[config.mk]
export PLATFORM = sky130hd
export DESIGN_NAME = multicycle_controller
export DESIGN_NICKNAME = d
export VERILOG_FILES = /design/src/rtl/mc_pkg.sv /design/src/rtl/multicycle_controller_aludec.sv /design/src/rtl/multicycle_controller.sv
export SDC_FILE = /design/constraint.sdc
export NUM_CORES = 1
export LEC_CHECK = 0
export CORE_ASPECT_RATIO = 0.8
export CORE_UTILIZATION = 47
export DETAILED_ROUTE_END_ITERATION = 6
export GPL_ROUTABILITY_DRIVEN = 0
export PLACE_DENSITY = 0.87
export SYNTH_ARGS = -nofsm -noshare
export SYNTH_HDL_FRONTEND = slang
export SYNTH_SLANG_ARGS = --single-unit
[constraint.sdc]
create_clock -name clk -period 4.6 [get_ports clk]
set_input_delay 0.92 -clock clk [delete_from_list [all_inputs] [get_ports clk]]
set_output_delay 0.92 -clock clk [all_outputs]
set_load 0.02 [all_outputs]
[src/rtl/mc_pkg.sv]
// Shared definitions for the multicycle RV32I+RVX10 controller.
//   - state_t      : controller FSM states
//   - OP_*         : opcode constants (IR[6:0])
//   - ALU_*        : 5-bit ALUControl codes, shared with the alu
//   - alu_op_t     : request from FSM to mc_aludec
//   - *_SRC_*      : select encodings for the datapath muxes
package mc_pkg;

  typedef enum logic [3:0] {
    FETCH    = 4'd0,
    DECODE   = 4'd1,
    MEMADR   = 4'd2,
    MEMREAD  = 4'd3,
    MEMWB    = 4'd4,
    MEMWRITE = 4'd5,
    EXECR    = 4'd6,
    EXECI    = 4'd7,
    EXECX    = 4'd8,
    ALUWB    = 4'd9,
    BEQ      = 4'd10,
    JAL      = 4'd11,
    TRAP     = 4'd12
  } state_t;

  localparam logic [6:0] OP_LOAD   = 7'b0000011;
  localparam logic [6:0] OP_STORE  = 7'b0100011;
  localparam logic [6:0] OP_R      = 7'b0110011;
  localparam logic [6:0] OP_I      = 7'b0010011;
  localparam logic [6:0] OP_BRANCH = 7'b1100011;
  localparam logic [6:0] OP_JAL    = 7'b1101111;
  localparam logic [6:0] OP_X      = 7'b0001011;

  localparam logic [4:0] ALU_ADD  = 5'b00000;
  localparam logic [4:0] ALU_SUB  = 5'b00001;
  localparam logic [4:0] ALU_AND  = 5'b00010;
  localparam logic [4:0] ALU_OR   = 5'b00011;
  localparam logic [4:0] ALU_SLT  = 5'b00101;
  localparam logic [4:0] ALU_ANDN = 5'b10000;
  localparam logic [4:0] ALU_ORN  = 5'b10001;
  localparam logic [4:0] ALU_XNOR = 5'b10010;
  localparam logic [4:0] ALU_MIN  = 5'b10011;
  localparam logic [4:0] ALU_MAX  = 5'b10100;
  localparam logic [4:0] ALU_MINU = 5'b10101;
  localparam logic [4:0] ALU_MAXU = 5'b10110;
  localparam logic [4:0] ALU_ROL  = 5'b10111;
  localparam logic [4:0] ALU_ROR  = 5'b11000;
  localparam logic [4:0] ALU_ABS  = 5'b11001;

  // ALUOP_FUNCT asks mc_aludec to decode funct3/funct7 for the current op.
  typedef enum logic [1:0] {
    ALUOP_ADD   = 2'b00,
    ALUOP_SUB   = 2'b01,
    ALUOP_FUNCT = 2'b10
  } alu_op_t;

  localparam logic [1:0] A_SRC_PC    = 2'b00;
  localparam logic [1:0] A_SRC_OLDPC = 2'b01;
  localparam logic [1:0] A_SRC_A     = 2'b10;

  localparam logic [1:0] B_SRC_B     = 2'b00;
  localparam logic [1:0] B_SRC_IMM   = 2'b01;
  localparam logic [1:0] B_SRC_FOUR  = 2'b10;

  localparam logic [1:0] RES_ALUOUT  = 2'b00;
  localparam logic [1:0] RES_DATA    = 2'b01;
  localparam logic [1:0] RES_ALURES  = 2'b10;

  localparam logic [1:0] IMM_I = 2'b00;
  localparam logic [1:0] IMM_S = 2'b01;
  localparam logic [1:0] IMM_B = 2'b10;
  localparam logic [1:0] IMM_J = 2'b11;

endpackage

[src/rtl/multicycle_controller_aludec.sv]
// mc_aludec: combinational ALU decoder.
//   op, funct3, funct7 : instruction fields from the IR
//   alu_op             : fixed add / fixed sub / decode by funct fields
//   alu_control        : 5-bit ALU operation
//   valid              : funct combination is legal for op (only meaningful
//                        for ALUOP_FUNCT on R, I and X opcodes)
module mc_aludec
  import mc_pkg::*;
(
  input  logic [6:0] op,
  input  logic [2:0] funct3,
  input  logic [6:0] funct7,
  input  alu_op_t    alu_op,
  output logic [4:0] alu_control,
  output logic       valid
);

  always_comb begin
    alu_control = ALU_ADD;
    valid       = 1'b0;
    case (alu_op)
      ALUOP_ADD: valid = 1'b1;
      ALUOP_SUB: begin
        alu_control = ALU_SUB;
        valid       = 1'b1;
      end
      ALUOP_FUNCT: begin
        if (op == OP_R || op == OP_I) begin
          valid = 1'b1;
          case (funct3)
            3'b000: alu_control = (op == OP_R && funct7 == 7'b0100000) ? ALU_SUB : ALU_ADD;
            3'b010: alu_control = ALU_SLT;
            3'b110: alu_control = ALU_OR;
            3'b111: alu_control = ALU_AND;
            default: valid = 1'b0;
          endcase
          // Register form only allows funct7=0, plus 0100000 for sub.
          if (op == OP_R && !(funct7 == 7'b0000000 ||
                              (funct7 == 7'b0100000 && funct3 == 3'b000)))
            valid = 1'b0;
        end else if (op == OP_X) begin
          valid = 1'b1;
          case ({funct7, funct3})
            10'b0000000_000: alu_control = ALU_ANDN;
            10'b0000000_001: alu_control = ALU_ORN;
            10'b0000000_010: alu_control = ALU_XNOR;
            10'b0000001_000: alu_control = ALU_MIN;
            10'b0000001_001: alu_control = ALU_MAX;
            10'b0000001_010: alu_control = ALU_MINU;
            10'b0000001_011: alu_control = ALU_MAXU;
            10'b0000010_000: alu_control = ALU_ROL;
            10'b0000010_001: alu_control = ALU_ROR;
            10'b0000011_000: alu_control = ALU_ABS;
            default:         valid       = 1'b0;
          endcase
        end
      end
      default: valid = 1'b0;
    endcase
  end

endmodule

[src/rtl/multicycle_controller.sv]
// multicycle_controller: sequencing FSM for a multicycle RV32I+RVX10 datapath
// with one shared instruction/data memory.
//   clk, reset (async, active low)
//   op/funct3/funct7 : IR fields;  Zero : ALU zero flag
//   mem_ready        : memory completes the current access this cycle
//   PCWrite, AdrSrc, MemWrite, IRWrite, ResultSrc, ALUSrcA, ALUSrcB, ImmSrc,
//   RegWrite, ALUControl : datapath controls
//   instr_done       : pulse on the last state of each retired instruction
//   illegal          : high while trapped
//   state_dbg        : current FSM state (state_t encoding)
// Handshake: a memory access is presented every cycle in FETCH, MEMREAD or
// MEMWRITE and completes on the first cycle mem_ready is sampled high; enables
// that depend on completion are gated by mem_ready in that same cycle.
module multicycle_controller
  import mc_pkg::*;
#(
  parameter int TRAP_ON_ILLEGAL = 1
) (
  input  logic       clk,
  input  logic       reset,
  input  logic [6:0] op,
  input  logic [2:0] funct3,
  input  logic [6:0] funct7,
  input  logic       Zero,
  input  logic       mem_ready,
  output logic       PCWrite,
  output logic       AdrSrc,
  output logic       MemWrite,
  output logic       IRWrite,
  output logic [1:0] ResultSrc,
  output logic [1:0] ALUSrcA,
  output logic [1:0] ALUSrcB,
  output logic [1:0] ImmSrc,
  output logic       RegWrite,
  output logic [4:0] ALUControl,
  output logic       instr_done,
  output logic       illegal,
  output logic [3:0] state_dbg
);

  state_t     state_q, state_d;
  alu_op_t    alu_op;
  logic [4:0] dec_alu_control;
  logic       dec_valid;
  logic       legal;
  logic       pc_write, mem_write, ir_write, reg_write, done, trapped;

  mc_aludec u_aludec (
    .op          (op),
    .funct3      (funct3),
    .funct7      (funct7),
    .alu_op      (alu_op),
    .alu_control (dec_alu_control),
    .valid       (dec_valid)
  );

  always_ff @(posedge clk or negedge reset) begin
    if (!reset) state_q <= FETCH;
    else        state_q <= state_d;
  end

  // Legality is judged in DECODE so EXEC* states never see an illegal code.
  always_comb begin
    case (op)
      OP_LOAD, OP_STORE, OP_BRANCH, OP_JAL: legal = 1'b1;
      OP_R, OP_I, OP_X:                     legal = dec_valid;
      default:                              legal = 1'b0;
    endcase
  end

  always_comb begin
    state_d    = state_q;
    alu_op     = ALUOP_ADD;
    AdrSrc     = 1'b0;
    ResultSrc  = RES_ALUOUT;
    ALUSrcA    = A_SRC_PC;
    ALUSrcB    = B_SRC_B;
    ImmSrc     = IMM_I;
    ALUControl = ALU_ADD;
    pc_write   = 1'b0;
    mem_write  = 1'b0;
    ir_write   = 1'b0;
    reg_write  = 1'b0;
    done       = 1'b0;
    trapped    = 1'b0;
    case (state_q)
      FETCH: begin
        ALUSrcB   = B_SRC_FOUR;
        ResultSrc = RES_ALURES;
        ir_write  = mem_ready;
        pc_write  = mem_ready;
        if (mem_ready) state_d = DECODE;
      end
      DECODE: begin
        ALUSrcA = A_SRC_OLDPC;
        ALUSrcB = B_SRC_IMM;
        alu_op  = ALUOP_FUNCT;   // only for dec_valid; ALUControl stays add
        case (op)
          OP_STORE:  ImmSrc = IMM_S;
          OP_BRANCH: ImmSrc = IMM_B;
          OP_JAL:    ImmSrc = IMM_J;
          default:   ImmSrc = IMM_I;
        endcase
        if (!legal) begin
          if (TRAP_ON_ILLEGAL != 0) begin
            state_d = TRAP;
          end else begin
            done    = 1'b1;
            state_d = FETCH;
          end
        end else begin
          case (op)
            OP_LOAD, OP_STORE: state_d = MEMADR;
            OP_R:              state_d = EXECR;
            OP_I:              state_d = EXECI;
            OP_BRANCH:         state_d = BEQ;
            OP_JAL:            state_d = JAL;
            default:           state_d = EXECX;
          endcase
        end
      end
      MEMADR: begin
        ALUSrcA = A_SRC_A;
        ALUSrcB = B_SRC_IMM;
        ImmSrc  = (op == OP_STORE) ? IMM_S : IMM_I;
        state_d = (op == OP_STORE) ? MEMWRITE : MEMREAD;
      end
      MEMREAD: begin
        AdrSrc = 1'b1;
        if (mem_ready) state_d = MEMWB;
      end
      MEMWB: begin
        ResultSrc = RES_DATA;
        reg_write = 1'b1;
        done      = 1'b1;
        state_d   = FETCH;
      end
      MEMWRITE: begin
        AdrSrc    = 1'b1;
        mem_write = 1'b1;
        if (mem_ready) begin
          done    = 1'b1;
          state_d = FETCH;
        end
      end
      EXECR, EXECX: begin
        ALUSrcA    = A_SRC_A;
        alu_op     = ALUOP_FUNCT;
        ALUControl = dec_alu_control;
        state_d    = ALUWB;
      end
      EXECI: begin
        ALUSrcA    = A_SRC_A;
        ALUSrcB    = B_SRC_IMM;
        alu_op     = ALUOP_FUNCT;
        ALUControl = dec_alu_control;
        state_d    = ALUWB;
      end
      ALUWB: begin
        reg_write = 1'b1;
        done      = 1'b1;
        state_d   = FETCH;
      end
      BEQ: begin
        ALUSrcA    = A_SRC_A;
        alu_op     = ALUOP_SUB;
        ALUControl = dec_alu_control;
        pc_write   = Zero;
        done       = 1'b1;
        state_d    = FETCH;
      end
      JAL: begin
        // PC <- target already held in ALUOut; ALU forms OldPC+4 for rd.
        ALUSrcA  = A_SRC_OLDPC;
        ALUSrcB  = B_SRC_FOUR;
        pc_write = 1'b1;
        state_d  = ALUWB;
      end
      TRAP: trapped = 1'b1;
      default: state_d = FETCH;
    endcase
  end

  // Reset gates every enable directly so nothing writes while reset is low,
  // even though the state register already reads FETCH.
  assign PCWrite    = reset & pc_write;
  assign MemWrite   = reset & mem_write;
  assign IRWrite    = reset & ir_write;
  assign RegWrite   = reset & reg_write;
  assign instr_done = reset & done;
  assign illegal    = reset & trapped;
  assign state_dbg  = state_q;

endmodule

## Word level (Yosys, flattened, before mapping)

Cells that the tools add are included.

- Output and inout port bits: 24
- Input bits: 21
- Register bits after elaboration: 4
- Logic and storage cells: 109

- Equal/unequal tests: 37
- Bitwise gates (word level): 7
- Reductions and logical operators: 28
- Mux-type cells: 36

Operators with widths:

| operator | count |
|---|---|
| 5-bit one-hot mux with 10 select lines | 1 |
| 10-bit by 4-bit == test with 1-bit output, second input constant | 4 |
| 10-bit by 5-bit == test with 1-bit output, second input constant | 3 |
| 4-bit one-hot mux with 7 select lines | 1 |
| 7-bit by 6-bit == test with 1-bit output, second input constant | 3 |
| 4-bit == test, second input constant | 5 |
| 2-bit one-hot mux with 2 select lines | 5 |
| 4-bit one-hot mux with 5 select lines | 1 |
| 5-bit one-hot mux with 4 select lines | 1 |
| 4-bit OR reduction | 5 |
| 4-bit by 3-bit == test with 1-bit output, second input constant | 4 |
| 4-bit 2-to-1 mux | 4 |
| 5-bit 2-to-1 mux | 3 |
| 7-bit == test, second input constant | 2 |
| 1-bit 2-to-1 mux | 13 |
| 2-bit OR reduction | 6 |
| 10-bit by 1-bit == test with 1-bit output, second input constant | 1 |
| 10-bit by 2-bit == test with 1-bit output, second input constant | 1 |
| 10-bit logical NOT | 1 |
| 5-bit one-hot mux with 2 select lines | 1 |
| 10-bit OR reduction | 1 |
| 3-bit OR reduction | 3 |
| 4-bit by 2-bit == test with 1-bit output, second input constant | 2 |
| 7-bit by 2-bit == test with 1-bit output, second input constant | 1 |
| 23 further kinds | 36 |

## Logic depth before layout (Yosys ltp)

- Depth in word-level cells: 11
- Depth in mapped cells: 12
- Mapped depth without buffers: 11

## Hierarchy

A second synthesis with hierarchy kept.

- Cells, all modules: 154
- Area total of the unflattened synthesis: 1,193.6 um^2

By module, submodules not included:

| module | times used | area an instance (um^2) | sequential area each (um^2) | cells an instance |
|---|---|---|---|---|
| multicycle_controller | 1 | 758.2 | 100.1 | 101 |
| mc_aludec | 1 | 435.4 | 0.0 | 53 |

## Least setup slack after synthesis

No wires, ideal clock.

- Path type: register to output
- From: register state_q[3], in the netlist state_dbg[3]
- To: output ALUControl[2]
- Data required time: 3.680 ns
- Path buffers: 1
- Arrival time: 2.598 ns
- Path slack: 1.082 ns
- Cell stages (with the launch flop): 10
- Cells stage by stage: dfrtp_1 -> clkbuf_1 -> nand2_1 -> and2_1 -> o31ai_1 -> ha_1 -> a21oi_2 -> nand2_1 -> or3_4 -> o32ai_1

- Word-level cells in the longest chain between the ends: 6
- Elaborated cells on any way between the ends: 12
- Those cells by class: eq/ne: 7; mux: 3; reduce/logical: 2

Ends and longest elaborated chain:

| item | RTL line | RTL |
|---|---|---|
| from (decl) | multicycle_controller.sv:41 | `state_t state_q, state_d;` |
| from (signal assigned) | multicycle_controller.sv:59 | `else state_q <= state_d;` |
| 4-bit by 1-bit == test with 1-bit output (tied with other cells) | multicycle_controller.sv:86 | `case (state_q)` |
| 4-bit OR reduction (no line) | n/a |  |
| 2-bit one-hot mux with 2 select lines | multicycle_controller.sv:86 |  |
| 2-bit == test / 2-bit by 1-bit == test with 1-bit output (equally long branches) | multicycle_controller_aludec.sv:21 | `case (alu_op)` |
| 5-bit one-hot mux with 2 select lines | multicycle_controller_aludec.sv:21 |  |
| 5-bit 2-to-1 mux * | multicycle_controller.sv:86 |  |
| to (decl) | multicycle_controller.sv:35 | `output logic [4:0] ALUControl,` |

Mark *: on every way between the ends. The rest lies on a longest branch, timed or not.

## Worst setup path in the final report

- From: register state_q[3], in the netlist state_dbg[3]
- To: output ALUControl[3]

Same word-level chain as after synthesis.

==> metrics <==
Skew-Pair Late Insertion Delay=240 ps; r2r setup slk=1550 ps; Power Density=421 nW/um^2; Max-cap violations=0; CP Max Fanout=14; CTS tree=built; nets=227; Synth Area in Compound Gates=0.308; area of the die=2530 um^2; Inst Count DP=222; GRT Overall Usage=0.261; Adder-Cell Fraction of Synth Area=0.0457; Unique masters post-synth=53; Seq/Total Area, Yosys=0.0913; die width=56.0 um; cts bufs inserted=3; Rel. slew slack=0.536; DR iter-0 viols=76; Final ANT Viol Nets=0; multiplexer area fraction after synthesis=0.00913; Cells after Synth=163; max FFs per register=4; dpl hpwl=2570 um; hold path startpoint=state_dbg[0]; Setup WS post-layout=273 ps; hold buffers post-CTS=0; Sink Count=4; final hold vios=0; FF-to-FF Start=state_dbg[3]; Synth top area share=0.0913; RSZ-0062 raised after global routing=no; CP endpoint=ALUControl[3]; critical path arrival=3410 ps; wire per inst=14.5 um; chip height=45.2 um; CP startpoint kind=register; Root Driver=clkbuf_4; worst flop-to-flop path endpoint=state_dbg[2]; crit share post-route=0.941; syn nets=188; core area=2180 um^2; Setup Buffers After CTS=0; Synth Area in XOR/XNOR=0.0400; crit path time final=4330 ps; Final Skew=1.02 ps; Hold Path Class=reg2reg; Peak Freq=231 MHz; Final Slew Violations=0; Clk pin slew, worst setup/hold paths=40 ps; vias per inst=6.24; ys flop type=dfrtp_1; first drt pass iteration count=5; synth-to-layout area growth=42.1%; initial antenna violation count=0; final wirelength=3270 um; fraction of layout cells with a size suffix above 1=0.0750; EDFF count, synth=0; ANT cells=0; mean post-synth cell area=6.72 um^2; DRC Markers=0; yosys warns=0; setup violators final=0; Worst setup EP type=output pin; Max H-tree Level=1; IO Port Bufs=44; CTS resizes=0; I/O pin cnt=45; Mapped Area=1100 um^2; Synth Register Bits=4; # fillers=199; Lkg Pwr=0.568 nW; Async SR Flop Fraction=1.00; status=completed; maximum vdd ir drop=0.344 mV; total grt overflow=0; largest net degree at the start of global routing=24; global-route wire length before repair=5090 um; largest area contributor in the netlist=dfrtp_1; Finished Layout Cells=225; largest family of logic cells by synthesized area=simple AND/OR/NAND/NOR gates; Critical Path Start=state_dbg[3]; vias in the first global route=1,083; Clock Tree Buf Depth=2; pre-CTS setup slack=289 ps; worst reg2reg path depth=10; initial core utilization=0.503; Required @ worst endpoint=3680 ps; Synth area leaders=dfrtp_1 9.1%, nor2_1 5.8%, nand2_1 4.8%, ha_1 4.6%, a21oi_1 4.1%; FP Rows=15; Final TNS setup=0 ps; Worst-Margin Slew=696 ps; Synth Area in Simple Gates=0.418; Setup CP Type=reg2out; DR vias=1,404
==> worst min path at each step <==
stage,cells after the start,slack (ps),end
CTS,5,790,state_dbg[3]
detailed placement,5,790,state_dbg[3]
global route,5,860,state_dbg[3]
floorplan,0,620,state_dbg[0]
global placement,5,770,state_dbg[3]
finish,5,800,state_dbg[3]
==> layout by cell type (no fill, tap or decap), drive strengths merged, types with 2 or more instances in the layout <==
| cell | n |
|---|---|
| o22ai | 5 |
| dfrtp | 4 |
| nor3b | 2 |
| a41oi | 2 |
| nand3 | 8 |
| o31ai | 4 |
| nand2b | 4 |
| and3 | 3 |
| nor4 | 4 |
| xnor2 | 4 |
| nor2 | 17 |
| or3 | 3 |
| nor3 | 4 |
| o21ai | 5 |
| o211ai | 2 |
| clkdlybuf4s50 | 44 |
| a311oi | 3 |
| nand2 | 14 |
| and2 | 2 |
| a21boi | 2 |
| nand4 | 2 |
| o32ai | 2 |
| nor2b | 6 |
| ha | 4 |
| a211oi | 3 |
| nor4b | 2 |
| or2b | 2 |
| nand3b | 2 |
| clkbuf | 3 |
| buf | 4 |
| a21oi | 10 |
| inv | 8 |
==> cell type report <==
| class | instances | area (um^2) | area share |
|---|---|---|---|
| Multi-Input combinational cell | 136 | 900 | 0.578 |
| Clock buffer | 3 | 22.5 | 0.0145 |
| Timing Repair Buffer | 48 | 470 | 0.302 |
| Sequential cell | 4 | 100 | 0.0643 |
| Tap cell | 25 | 31.3 | 0.0201 |
| Inverter | 9 | 33.8 | 0.0217 |
==> per-layer routing <==
metal	GRT usage	vias to the layer above	part of all wire
li1	-	679	-
met1	0.358	652	0.46
met2	0.419	64	0.45
met3	0.0458	9	0.070
met4	0.0927	0	0.014
met5	0	-	0
==> worst max-delay path: stages (launching register included) <==
cell	delay, ps
dfrtp_1	490
or2b_1	310
and2_1	170
o31ai_1	360
ha_1	320
a21oi_2	130
nand2_1	110
or3_4	430
nor4b_4	210
clkdlybuf4s50_1	630
==> logic make-up (layout without fill, tap and decap cells) <==
family / count (synthesis) / count (layout)
simple gates: 79 / 79
xor+xnor: 5 / 5
compound gates: 47 / 47
buf+inv: 23 / 60
mux: 1 / 1
flops: 4 / 4
fa+ha+maj: 4 / 4
==> per-stage QoR <==
stage | hold slack [ps] | util | cell area (um^2) | total power, mW
after floorplan | 624 | - | 1100 | 0.420
after global placement | 768 | 0.705 | 1540 | 0.589
after detailed placement | 787 | 0.705 | 1540 | 0.604
after CTS | 794 | 0.716 | 1560 | 0.651
after global routing | 859 | 0.716 | 1560 | 0.704
final | 802 | 0.716 | 1560 | 0.655
==> synthesized netlist by cell type (all sizes together) (2+ instances only) <==
cell type,number
o21ai,5
a211oi,3
or2b,2
nand2,14
nand3,8
nand2b,4
o211ai,2
ha,4
a21boi,2
nor3,4
a21oi,10
o22ai,5
dfrtp,4
o31ai,4
nor4b,2
nor4,4
nor2,17
a41oi,2
nor2b,6
buf,3
nand4,2
and3,3
xnor2,4
clkbuf,11
and2,2
nor3b,2
nand3b,2
o32ai,2
or3,3
inv,8
a311oi,3
==> report_power, final <==
| part | leakage (nW) | internal (mW) | total, mW | switching [mW] |
|---|---|---|---|---|
| clock network | 0.0138 | 0.0292 | 0.0449 | 0.0156 |
| registers | 0.0512 | 0.0481 | 0.0899 | 0.0419 |
| logic | 0.503 | 0.233 | 0.521 | 0.287 |
| total | 0.568 | 0.311 | 0.655 | 0.345 |
(Power assumes the default switching activity.)
